### config.mk
export PLATFORM = sky130hd
export DESIGN_NAME = sha3_pad_blk
export DESIGN_NICKNAME = d
export VERILOG_FILES = /design/src/rtl/sha3_pad_blk.sv
export SDC_FILE = /design/constraint.sdc
export NUM_CORES = 1
export LEC_CHECK = 0
export CORE_ASPECT_RATIO = 1.2
export CORE_UTILIZATION = 47
export DETAILED_ROUTE_END_ITERATION = 16
export PLACE_DENSITY_LB_ADDON = 0.2
export SKIP_CTS_REPAIR_TIMING = 1
export SYNTH_ARGS = -nofsm -noshare
export SYNTH_HDL_FRONTEND = slang
export SYNTH_SLANG_ARGS = --single-unit
### constraint.sdc
create_clock -name clk -period 4.85 [get_ports clk]
set_input_delay 0.7275 -clock clk [delete_from_list [all_inputs] [get_ports clk]]
set_output_delay 0.7275 -clock clk [all_outputs]
set_load 0.05 [all_outputs]
### src/rtl/sha3_pad_blk.sv
// Sponge input formatter: turns a byte-granular 64-bit message stream into
// Keccak-f[1600] state blocks with multi-rate padding and a domain suffix.
module sha3_pad_blk #(
    parameter int         RATE_LANES  = 17,
    parameter logic [7:0] DSUFFIX     = 8'h06,
    parameter int         STATE_LANES = 25
) (
    input  logic        clk,
    input  logic        reset,
    input  logic        pushin,
    output logic        stopin,
    input  logic        lastin,
    input  logic [3:0]  nbytes,
    input  logic [63:0] din,
    output logic        pushout,
    input  logic        stopout,
    output logic        firstout,
    output logic        lastout,
    output logic [63:0] dout
);

    localparam logic [2:0]  S_IDLE = 3'd0;
    localparam logic [2:0]  S_DATA = 3'd1;
    localparam logic [2:0]  S_PAD  = 3'd2;
    localparam logic [2:0]  S_ZERO = 3'd3;
    localparam logic [2:0]  S_XBLK = 3'd4;

    localparam logic [4:0]  LAST_RATE = 5'(RATE_LANES - 1);
    localparam logic [4:0]  LAST_LANE = 5'(STATE_LANES - 1);
    localparam logic [63:0] PAD_HI    = 64'h8000_0000_0000_0000;
    localparam logic [63:0] SUF       = {56'd0, DSUFFIX};

    logic [2:0]  state, state_nx;
    logic [4:0]  lane;
    logic        fin, fin_nx;      // current block is the message's final block
    logic        xpend, xpend_nx;  // an all-padding block must follow this one
    logic        adv, gen, take, load;
    logic [3:0]  nb;
    logic [63:0] keep, sufv, rate_hi, lane_val;
    logic        lane_last;

    assign adv    = !pushout || !stopout;
    assign gen    = (state == S_PAD) || (state == S_ZERO) || (state == S_XBLK);
    assign stopin = (pushout && stopout) || gen;
    assign take   = pushin && !stopin;
    assign load   = take || (gen && adv);

    always_comb begin
        nb = 4'd8;
        if (lastin && nbytes < 4'd8)
            nb = nbytes;
        keep = '1;
        sufv = '0;
        if (nb < 4'd8) begin
            keep = (64'd1 << {nb[2:0], 3'b000}) - 64'd1;
            sufv = SUF << {nb[2:0], 3'b000};
        end
        rate_hi = (lane == LAST_RATE) ? PAD_HI : '0;
    end

    always_comb begin
        state_nx  = state;
        fin_nx    = fin;
        xpend_nx  = xpend;
        lane_val  = '0;
        lane_last = 1'b0;
        case (state)
            S_IDLE, S_DATA: begin
                lane_val = din;
                if (take) begin
                    if (!lastin) begin
                        state_nx = (lane == LAST_RATE) ? S_ZERO : S_DATA;
                    end else if (nb < 4'd8) begin
                        lane_val = (din & keep) | sufv | rate_hi;
                        fin_nx   = 1'b1;
                        state_nx = S_ZERO;
                    end else if (lane == LAST_RATE) begin
                        // rate filled exactly: close this block, then a padding-only block
                        xpend_nx = 1'b1;
                        state_nx = S_ZERO;
                    end else begin
                        fin_nx   = 1'b1;
                        state_nx = S_PAD;
                    end
                end
            end
            S_PAD, S_XBLK: begin
                lane_val = SUF | rate_hi;
                if (adv)
                    state_nx = S_ZERO;
            end
            S_ZERO: begin
                // zero fill for the rest of the rate (final block only) and all capacity lanes
                lane_val  = fin ? rate_hi : '0;
                lane_last = fin && (lane == LAST_LANE);
                if (adv && lane == LAST_LANE) begin
                    if (xpend) begin
                        xpend_nx = 1'b0;
                        fin_nx   = 1'b1;
                        state_nx = S_XBLK;
                    end else begin
                        fin_nx   = 1'b0;
                        state_nx = fin ? S_IDLE : S_DATA;
                    end
                end
            end
            default: state_nx = S_IDLE;
        endcase
    end

    always_ff @(posedge clk or negedge reset) begin
        if (!reset) begin
            state    <= S_IDLE;
            lane     <= '0;
            fin      <= 1'b0;
            xpend    <= 1'b0;
            pushout  <= 1'b0;
            firstout <= 1'b0;
            lastout  <= 1'b0;
            dout     <= '0;
        end else begin
            state <= state_nx;
            fin   <= fin_nx;
            xpend <= xpend_nx;
            if (load) begin
                dout     <= lane_val;
                pushout  <= 1'b1;
                firstout <= (lane == 5'd0);
                lastout  <= lane_last;
                lane     <= (lane == LAST_LANE) ? 5'd0 : lane + 5'd1;
            end else if (adv) begin
                pushout  <= 1'b0;
                firstout <= 1'b0;
                lastout  <= 1'b0;
            end
        end
    end

endmodule

# Yosys cells after proc, flatten, opt, wreduce, memory -nomap -nowiden
# Index checks and enable logic that the tools add are counted.
[word_totals]
output_inout_bits = 68
word_cells = 91
inputBits = 73
ff_bits = 77
[classes]
n_lt_le_gt_ge = 2
n_addsub = 2
n_mux = 38
reduce_logical = 23
bitwise_logic = 3
n_eq_ne = 13
n_shift = 2
[ops]
columns = ["op", "count"]
rows = [
  ["$mux 64", 7],
  ["$pmux 64 s3", 1],
  ["$or 64x64->64", 2],
  ["$and 64x64->64", 1],
  ["$shl 1x6->64 const A", 1],
  ["$shl 3x6->64 const A", 1],
  ["$sub 64x1->64 const B", 1],
  ["$mux 1", 19],
  ["$mux 3", 4],
  ["$eq 5x5->1 const B", 2],
  ["$ne 2x2->1 const B", 5],
  ["$pmux 3 s3", 1],
  ["$lt 4x4->1 const B", 2],
  ["$eq 3x2->1 const B", 2],
  ["$logic_and 1x1->1", 6],
  ["$reduce_and 6->1", 1],
  ["$add 5x1->5 const B", 1],
  ["$logic_not 5->1", 1],
  ["$logic_or 1x1->1", 5],
  ["$mux 5", 1],
  ["$reduce_and 5->1", 1],
  ["$mux 2", 2],
  ["$mux 4", 1],
  ["$pmux 1 s2", 2],
  ["other kinds (9)", 13],
]

# Depth between registers and ports, before layout
# Gate-level depths: netlist of the first run.
[depth]
ltp_word = 13
mapped_depth = 9
depth_no_buf = 8

# Worst setup path after synthesis of the first run
# Ideal clock, no wire load.
[synth_path]
kind = "input -> register"
from = "input nbytes[0]"
to = "register dout[48]"
setup_time_ps = 122
n_path_buf = 2
stages = 9
arrival_time_ps = 2242
t_required_ps = 4728
setup_slack_ps = 2486
cell_sequence = "clkbuf_1 nor2b_1 nand2_1 ha_1 clkbuf_1 xnor2_1 a22oi_1 nand3_1 a32o_1"
[synth_via]
elab_chain_len = 13
elab_cells_between_ends = 16
classes_between = "add/sub: 1; order compare: 2; shift: 2; mux: 7; bitwise: 3; reduce/logical: 1"
[synth_rtl]
columns = ["item", "line_no", "source"]
rows = [
  ["from (decl)", "13", "input logic [3:0] nbytes,"],
  ["$lt 4x4->1", "50", "if (lastin && nbytes < 4'd8)"],
  ["$logic_and 1x1->1", "50", ""],
  ["$mux 4 (*)", "50", ""],
  ["$shl 1x6->64", "55", "keep = (64'd1 << {nb[2:0], 3'b000}) - 64'd1;"],
  ["$sub 64x1->64", "55", ""],
  ["$mux 64", "54", "if (nb < 4'd8) begin"],
  ["$and 64x64->64", "74", "lane_val = (din & keep) | sufv | rate_hi;"],
  ["$or 64x64->64 (2 in series)", "74", ""],
  ["$mux 64 (*)", "73", "end else if (nb < 4'd8) begin"],
  ["$mux 64 (*)", "71", "if (!lastin) begin"],
  ["$mux 64 (*)", "70", "if (take) begin"],
  ["$pmux 64 s3 (*)", "67", "case (state)"],
  ["to (signal assigned)", "126", "dout <= lane_val;"],
  ["to (decl)", "19", "output logic [63:0] dout"],
]
# Mark *: on every way between the ends. The rest lies on a longest branch, timed or not.
# A chain may end at the register's enable or synchronous reset.

# Final worst setup path of the first run
[layout_path]
from = "register state[1]"
to = "output stopin"
[layout_via]
elab_chain_len = 4
elab_cells_between_ends = 6
classes_between = "eq/ne: 3; reduce/logical: 3"
[layout_rtl]
columns = ["item", "line_no", "source"]
rows = [
  ["from (decl)", "33", "logic [2:0] state, state_nx;"],
  ["from (signal assigned)", "122", "state <= state_nx;"],
  ["$eq 3x2->1", "43", "assign gen = (state == S_PAD) || (state == S_ZERO) || (state == S_XBLK);"],
  ["$logic_or 1x1->1", "43", ""],
  ["$logic_or 1x1->1 (*)", "43", ""],
  ["$logic_or 1x1->1 (*)", "44", "assign stopin = (pushout && stopout) || gen;"],
  ["to (decl)", "11", "output logic stopin,"],
]
# Marks and branches as above.

==> results of run 1 <==
## flip-flops by register name, indices dropped and copies added (netlist names)
signal,flops
lane,5
firstout,1
xpend,1
pushout,1
lastout,1
state,3
dout,64
fin,1
## kinds of logic after synthesis
family	after synthesis
AOI/OAI and AO/OA	126
and+or+nand+nor	82
DFF	77
buffers and inverters	27
adders and majority gates	3
xor gates and xnor gates	2
muxes	1
## synth_stat cells, types with 6 or more instances
master | number | area share
a21oi_1 | 14 | 0.020
a22o_1 | 47 | 0.12
a31oi_1 | 13 | 0.023
buf_2 | 6 | 0.0085
clkbuf_1 | 13 | 0.014
dfrtp_1 | 77 | 0.54
nand2_1 | 18 | 0.019
nand3_1 | 10 | 0.014
nor2_1 | 17 | 0.018
o21ai_0 | 8 | 0.011
o31ai_1 | 6 | 0.013
## final timing paths
check	start	end	slack [ps]	cells after the start
setup / recovery	state[1]	stopin	1740	4
hold / removal	dout[40]	dout[40]	480	2
setup reg to reg	pushout	dout[57]	2280	4
hold reg to reg	dout[40]	dout[40]	480	2
max in group asynchronous	reset	state[2]	3690	1
min in group asynchronous	reset	dout[1]	510	1
## metal layers
layer,up-vias,GRT usage,wire length [um]
met5,-,0,0
met4,0,0.1126,261
met3,24,0.07136,623
met2,115,0.4096,4759
met1,1567,0.3306,4052
li1,1497,-,-
## cell type report
type | count | area, sq um
repair buffers | 143 | 1421
fillers | 558 | 2053
clock buffers | 11 | 131.4
clock inverters | 5 | 107.6
well taps | 90 | 112.6
flip-flops and latches | 77 | 1927
multi-input cells | 214 | 1506
inverters | 4 | 15.01
## tightest hold or removal path, delay by kind of cell, from the launching register on
kind / cells / cell delay [ps]
flip-flops: 1 / 350
AND/OR/NAND/NOR: 2 / 110
## power by group through the flow
stage | Clock, mW | Sequential (mW) | Combinational [mW]
detailed placement | 0 | 0.861 | 0.920
global placement | 0 | 0.858 | 0.906
CTS | 0.589 | 0.852 | 0.922
floorplan | 0 | 1.11 | 0.340
global route | 0.621 | 0.870 | 0.978
finish | 0.583 | 0.852 | 0.916
## cell usage in the layout (no fill, tap or decap), types with 8 or more instances in the layout
master and count:
dfrtp_1 77, o21ai_0 8, nand2_1 18, clkdlybuf4s50_1 139, nand3_1 10, a21oi_1 14
nor2_1 17, a22o_1 47, clkbuf_8 9, a31oi_1 13
==> results.cfg, run 1 <==
[sta]
finalSetupViolations = 0
hold_viol_final = 0
holdWs_ps = 479.9
setup-tns-final_ps = 0
timing.fmax_mhz = 321.5
slew_viol_final = 0
period_needed_ps = 3110
rsz0062_at_grt = no
period_share = 0.6412
setup_ws_ps = 1740
slew_headroom = 0.2865
worstMarginPinSlew_ps = 1064
skew_ps = 8.383

[logic_synthesis]
yosys_register_bits = 77
avgSynthCellArea_sq_um = 11.15
yosysSeqAreaShare = 0.5436
synth_edf_count = 0
postSynth.asyncResetShare = 1.000
synth_ff_type = dfrtp_1
synth-compound-area-share = 0.2785
synth_warnings = 0
synth_top_family_by_area = compound AO/OA/AOI/OAI gates
synth_nets = 394
synthSimpleGateAreaFrac = 0.1257
synthDistinctLibCells = 56
synth_fa_ha_area_frac = 0.01059
synth_xor_area_frac = 0.004942
mappedNetlistArea_sq_mm = 0.003545
synthMuxAreaShare = 0.002824
netlist_instances = 318

[power]
p_int_mw = 1.432
pwr-share-comb = 0.390
swShare = 0.3905
finalPower_mw = 2.350
cellPowerDensity_mw_per_mm2 = 450.1
power_frac_seq = 0.362
leakage_nw = 2.178
pwr-share-clk = 0.248
switchingPower_uw = 917.6
vdd_drop_max_uv = 277.6

[floorplanning]
die_h_um = 97.13
core_sq_mm = 0.007274
start_util = 0.4873
io_pins = 141
rows = 34
fp.dieW_um = 81.28
dieArea_sq_mm = 0.007894

[place]
place_ws_ps = 1561
dpl_cell_area_sq_mm = 0.004982
place.gp.congestion = 0.9398
dp_hpwl_um = 6926
dpl.cell_count = 528
io_buffers = 140

[grt]
grt_pass1_wl_um = 15860
grt_max_degree = 78
overflow = 0
antenna_found_initial = 0
grt_pass1_vias = 3317
grtUsageTotal = 0.2604

[critical_path]
crit_slowest_cell = clkdlybuf4s50_1
cpLargestDelayFamily = buffers and inverters
cp-end-kind = output port
cp-start-kind = flop
crit_chain = nor3b_1 > nor2_1 > nand2_1 > clkdlybuf4s50_1
criticalPathCategory = reg -> out
slowest_delay_ps = 800
cp.arrival_ps = 2380
timing.critical_path.required_ps = 4120
path_buf_inv = 1
cp_max_fo = 15

[clock_tree]
root_buffer = clkbuf_8
cts.sinks = 77
numCtsBuffers = 9
clock_latency_ps = 340
cts_tree = yes
htreeDepth = 3
clk_pin_slew_ps = 80
cts_buffer_depth = 2

[finish]
layout.cells.non_filler = 544
fin_nets = 525
insertedDiodeCount = 0
postLayoutCoreUtil = 0.7178
drive_gt1_frac = 0.06388
syn_to_final_growth_pct = 47.30
fin_area_sq_mm = 0.005221

[worst_hold_path]
min_path_type = reg -> reg

[run_status]
status = completed

[drt]
num_vias = 3203
ant_nets = 0
drt-pass1-iter-count = 4
drcViolationCount = 0
via_per_inst = 5.888
totalWireLength_um = 9697
wl_per_cell_um = 17.83
drtIter0Drc = 217

[flow_run]
drv_cap = 0
Note: power is estimated with default switching activity, not from simulation.
==> run 2, diff against run 1 <==
--- a/config.mk
+++ b/config.mk
@@ -6,7 +6,7 @@
 export NUM_CORES = 1
 export LEC_CHECK = 0
 export CORE_ASPECT_RATIO = 1.2
-export CORE_UTILIZATION = 47
+export CORE_UTILIZATION = 44
 export DETAILED_ROUTE_END_ITERATION = 16
 export PLACE_DENSITY_LB_ADDON = 0.2
 export SKIP_CTS_REPAIR_TIMING = 1
==> constraint.sdc (replaced) <==
create_clock -name clk -period 2.9 [get_ports clk]
set_input_delay 0.435 -clock clk [delete_from_list [all_inputs] [get_ports clk]]
set_output_delay 0.435 -clock clk [all_outputs]
set_load 0.05 [all_outputs]
==> run 2 against run 1 <==
Compared with the run above: via count grew 0.81%; the run now ends with DRC left; cell area up 0.58%; wire length shrank 0.18%; global-route usage shrank 2.1 points; critical path type unchanged.
==> results.cfg, run 2 (synthesis gave the netlist of run 1 again) <==
[run_status]
status = complete, but fails checks
failed_checks = DRC

[drt]
num_vias = 3229
drtIter0Drc = 337
via_per_inst = 5.818
wl_per_cell_um = 17.44
drcViolationCount = 14
drt-pass1-iter-count = 10
ant_nets = 0
totalWireLength_um = 9680

[grt]
overflow = 0
grt_pass1_vias = 3213
antenna_found_initial = 0
grtUsageTotal = 0.2390
grt_pass1_wl_um = 15900
grt_max_degree = 78

[finish]
final_common_cell = clkdlybuf4s50_1
fin_area_sq_mm = 0.005251
largest-register = dout
seqCellArea_sq_mm = 0.001927
fill_cells = 645
syn_to_final_growth_pct = 48.15
reg_top3 = dout (64), lane (5), state (3)
drive_gt1_frac = 0.08639
fin_nets = 534
layout_common_cells = clkdlybuf4s50_1, dfrtp_1, a22o_1
insertedDiodeCount = 0
multi_input_area_sq_mm = 0.001506
largest_reg_flops = 64

[critical_path]
cp_max_fo = 19
criticalPathCategory = reg -> out
cp.arrival_ps = 1990
cp-start-kind = flop
timing.critical_path.required_ps = 2470
cp-end-kind = output port

[floorplanning]
io_pins = 141
rows = 35
core_sq_mm = 0.007751
die_h_um = 100.3
dieArea_sq_mm = 0.008420
fp.dieW_um = 83.94
start_util = 0.4573

[clock_tree]
cts_buffer_depth = 2
clk_pin_slew_ps = 80
cts_tree = yes
cts.sinks = 77
htreeDepth = 3
clock_latency_ps = 340
numCtsBuffers = 9
root_buffer = clkbuf_8

[sta]
worstMarginPinSlew_ps = 958.0
finalSetupViolations = 0
timing.fmax_mhz = 413.0
slew_headroom = 0.3613
hold_viol_final = 0
slew_viol_final = 0
period_needed_ps = 2421
setup-tns-final_ps = 0
rsz0062_at_grt = no
skew_ps = 9.075
period_share = 0.8350

[power]
vdd_drop_max_uv = 389.7
leakage_nw = 2.205
cellPowerDensity_mw_per_mm2 = 720.8

[place]
place.gp.congestion = 0.8555
dpl_cell_area_sq_mm = 0.005050
io_buffers = 140
dp_hpwl_um = 7025

[flow_run]
drv_cap = 0

[worst_hold_path]
min_path_type = in -> async
-- run 2: worst max-delay path: stages, from the launching register on --
cell,delay [ps]
dfrtp_1,580
nor3b_1,470
nor2_1,90
buf_4,220
nand2_1,80
buf_4,190
-- run 2: area by class of cell --
cell class                 instances  area share
inverter                           4    0.002859
clock inverter                     5     0.01144
sequential                        77      0.3669
tap                               92     0.02192
timing repair buffer             152      0.2831
clock buffer                      11     0.02692
multi-input combinational        214      0.2869
-- run 2: through the flow --
stage	hold WS [ps]	total power, mW	setup WS (ps)	utilization	std cells
after detailed placement	468.2	2.995	348.0	0.6515	539
after floorplan	139.4	2.429	828.5	-	318
after CTS	272.2	3.815	485.3	0.6775	555
after global placement	463.8	2.960	443.5	0.6515	539
after global routing	308.4	3.989	343.0	0.6775	555
final	207.6	3.785	478.6	0.6775	555
-- run 2: worst paths after layout --
path,slack [ps],cells past startpoint,to,from
worst min register to register,480,2,dout[40],dout[40]
worst max-delay path,480,5,stopin,state[2]
max in group asynchronous,2030,1,fin,reset
worst min-delay path,210,1,lane[0],reset
worst max register to register,690,4,dout[18],state[2]
min in group clk,480,2,dout[40],dout[40]
-- run 2: layer usage --
metal | share of wire | track usage | vias to the layer above | wire length, um
met5 | 0 | 0 | - | 0
met4 | 0.018 | 0.08223 | 0 | 173
met3 | 0.071 | 0.06661 | 14 | 685
met2 | 0.48 | 0.3821 | 118 | 4680
met1 | 0.43 | 0.3145 | 1583 | 4140
li1 | - | - | 1514 | -
-- run 2: power by group --
part           total (mW)  switching (mW)  internal, mW
Combinational        1.55           0.980         0.574
Clock               0.811           0.388         0.423
Sequential           1.42           0.164          1.26
Total                3.79            1.53          2.25
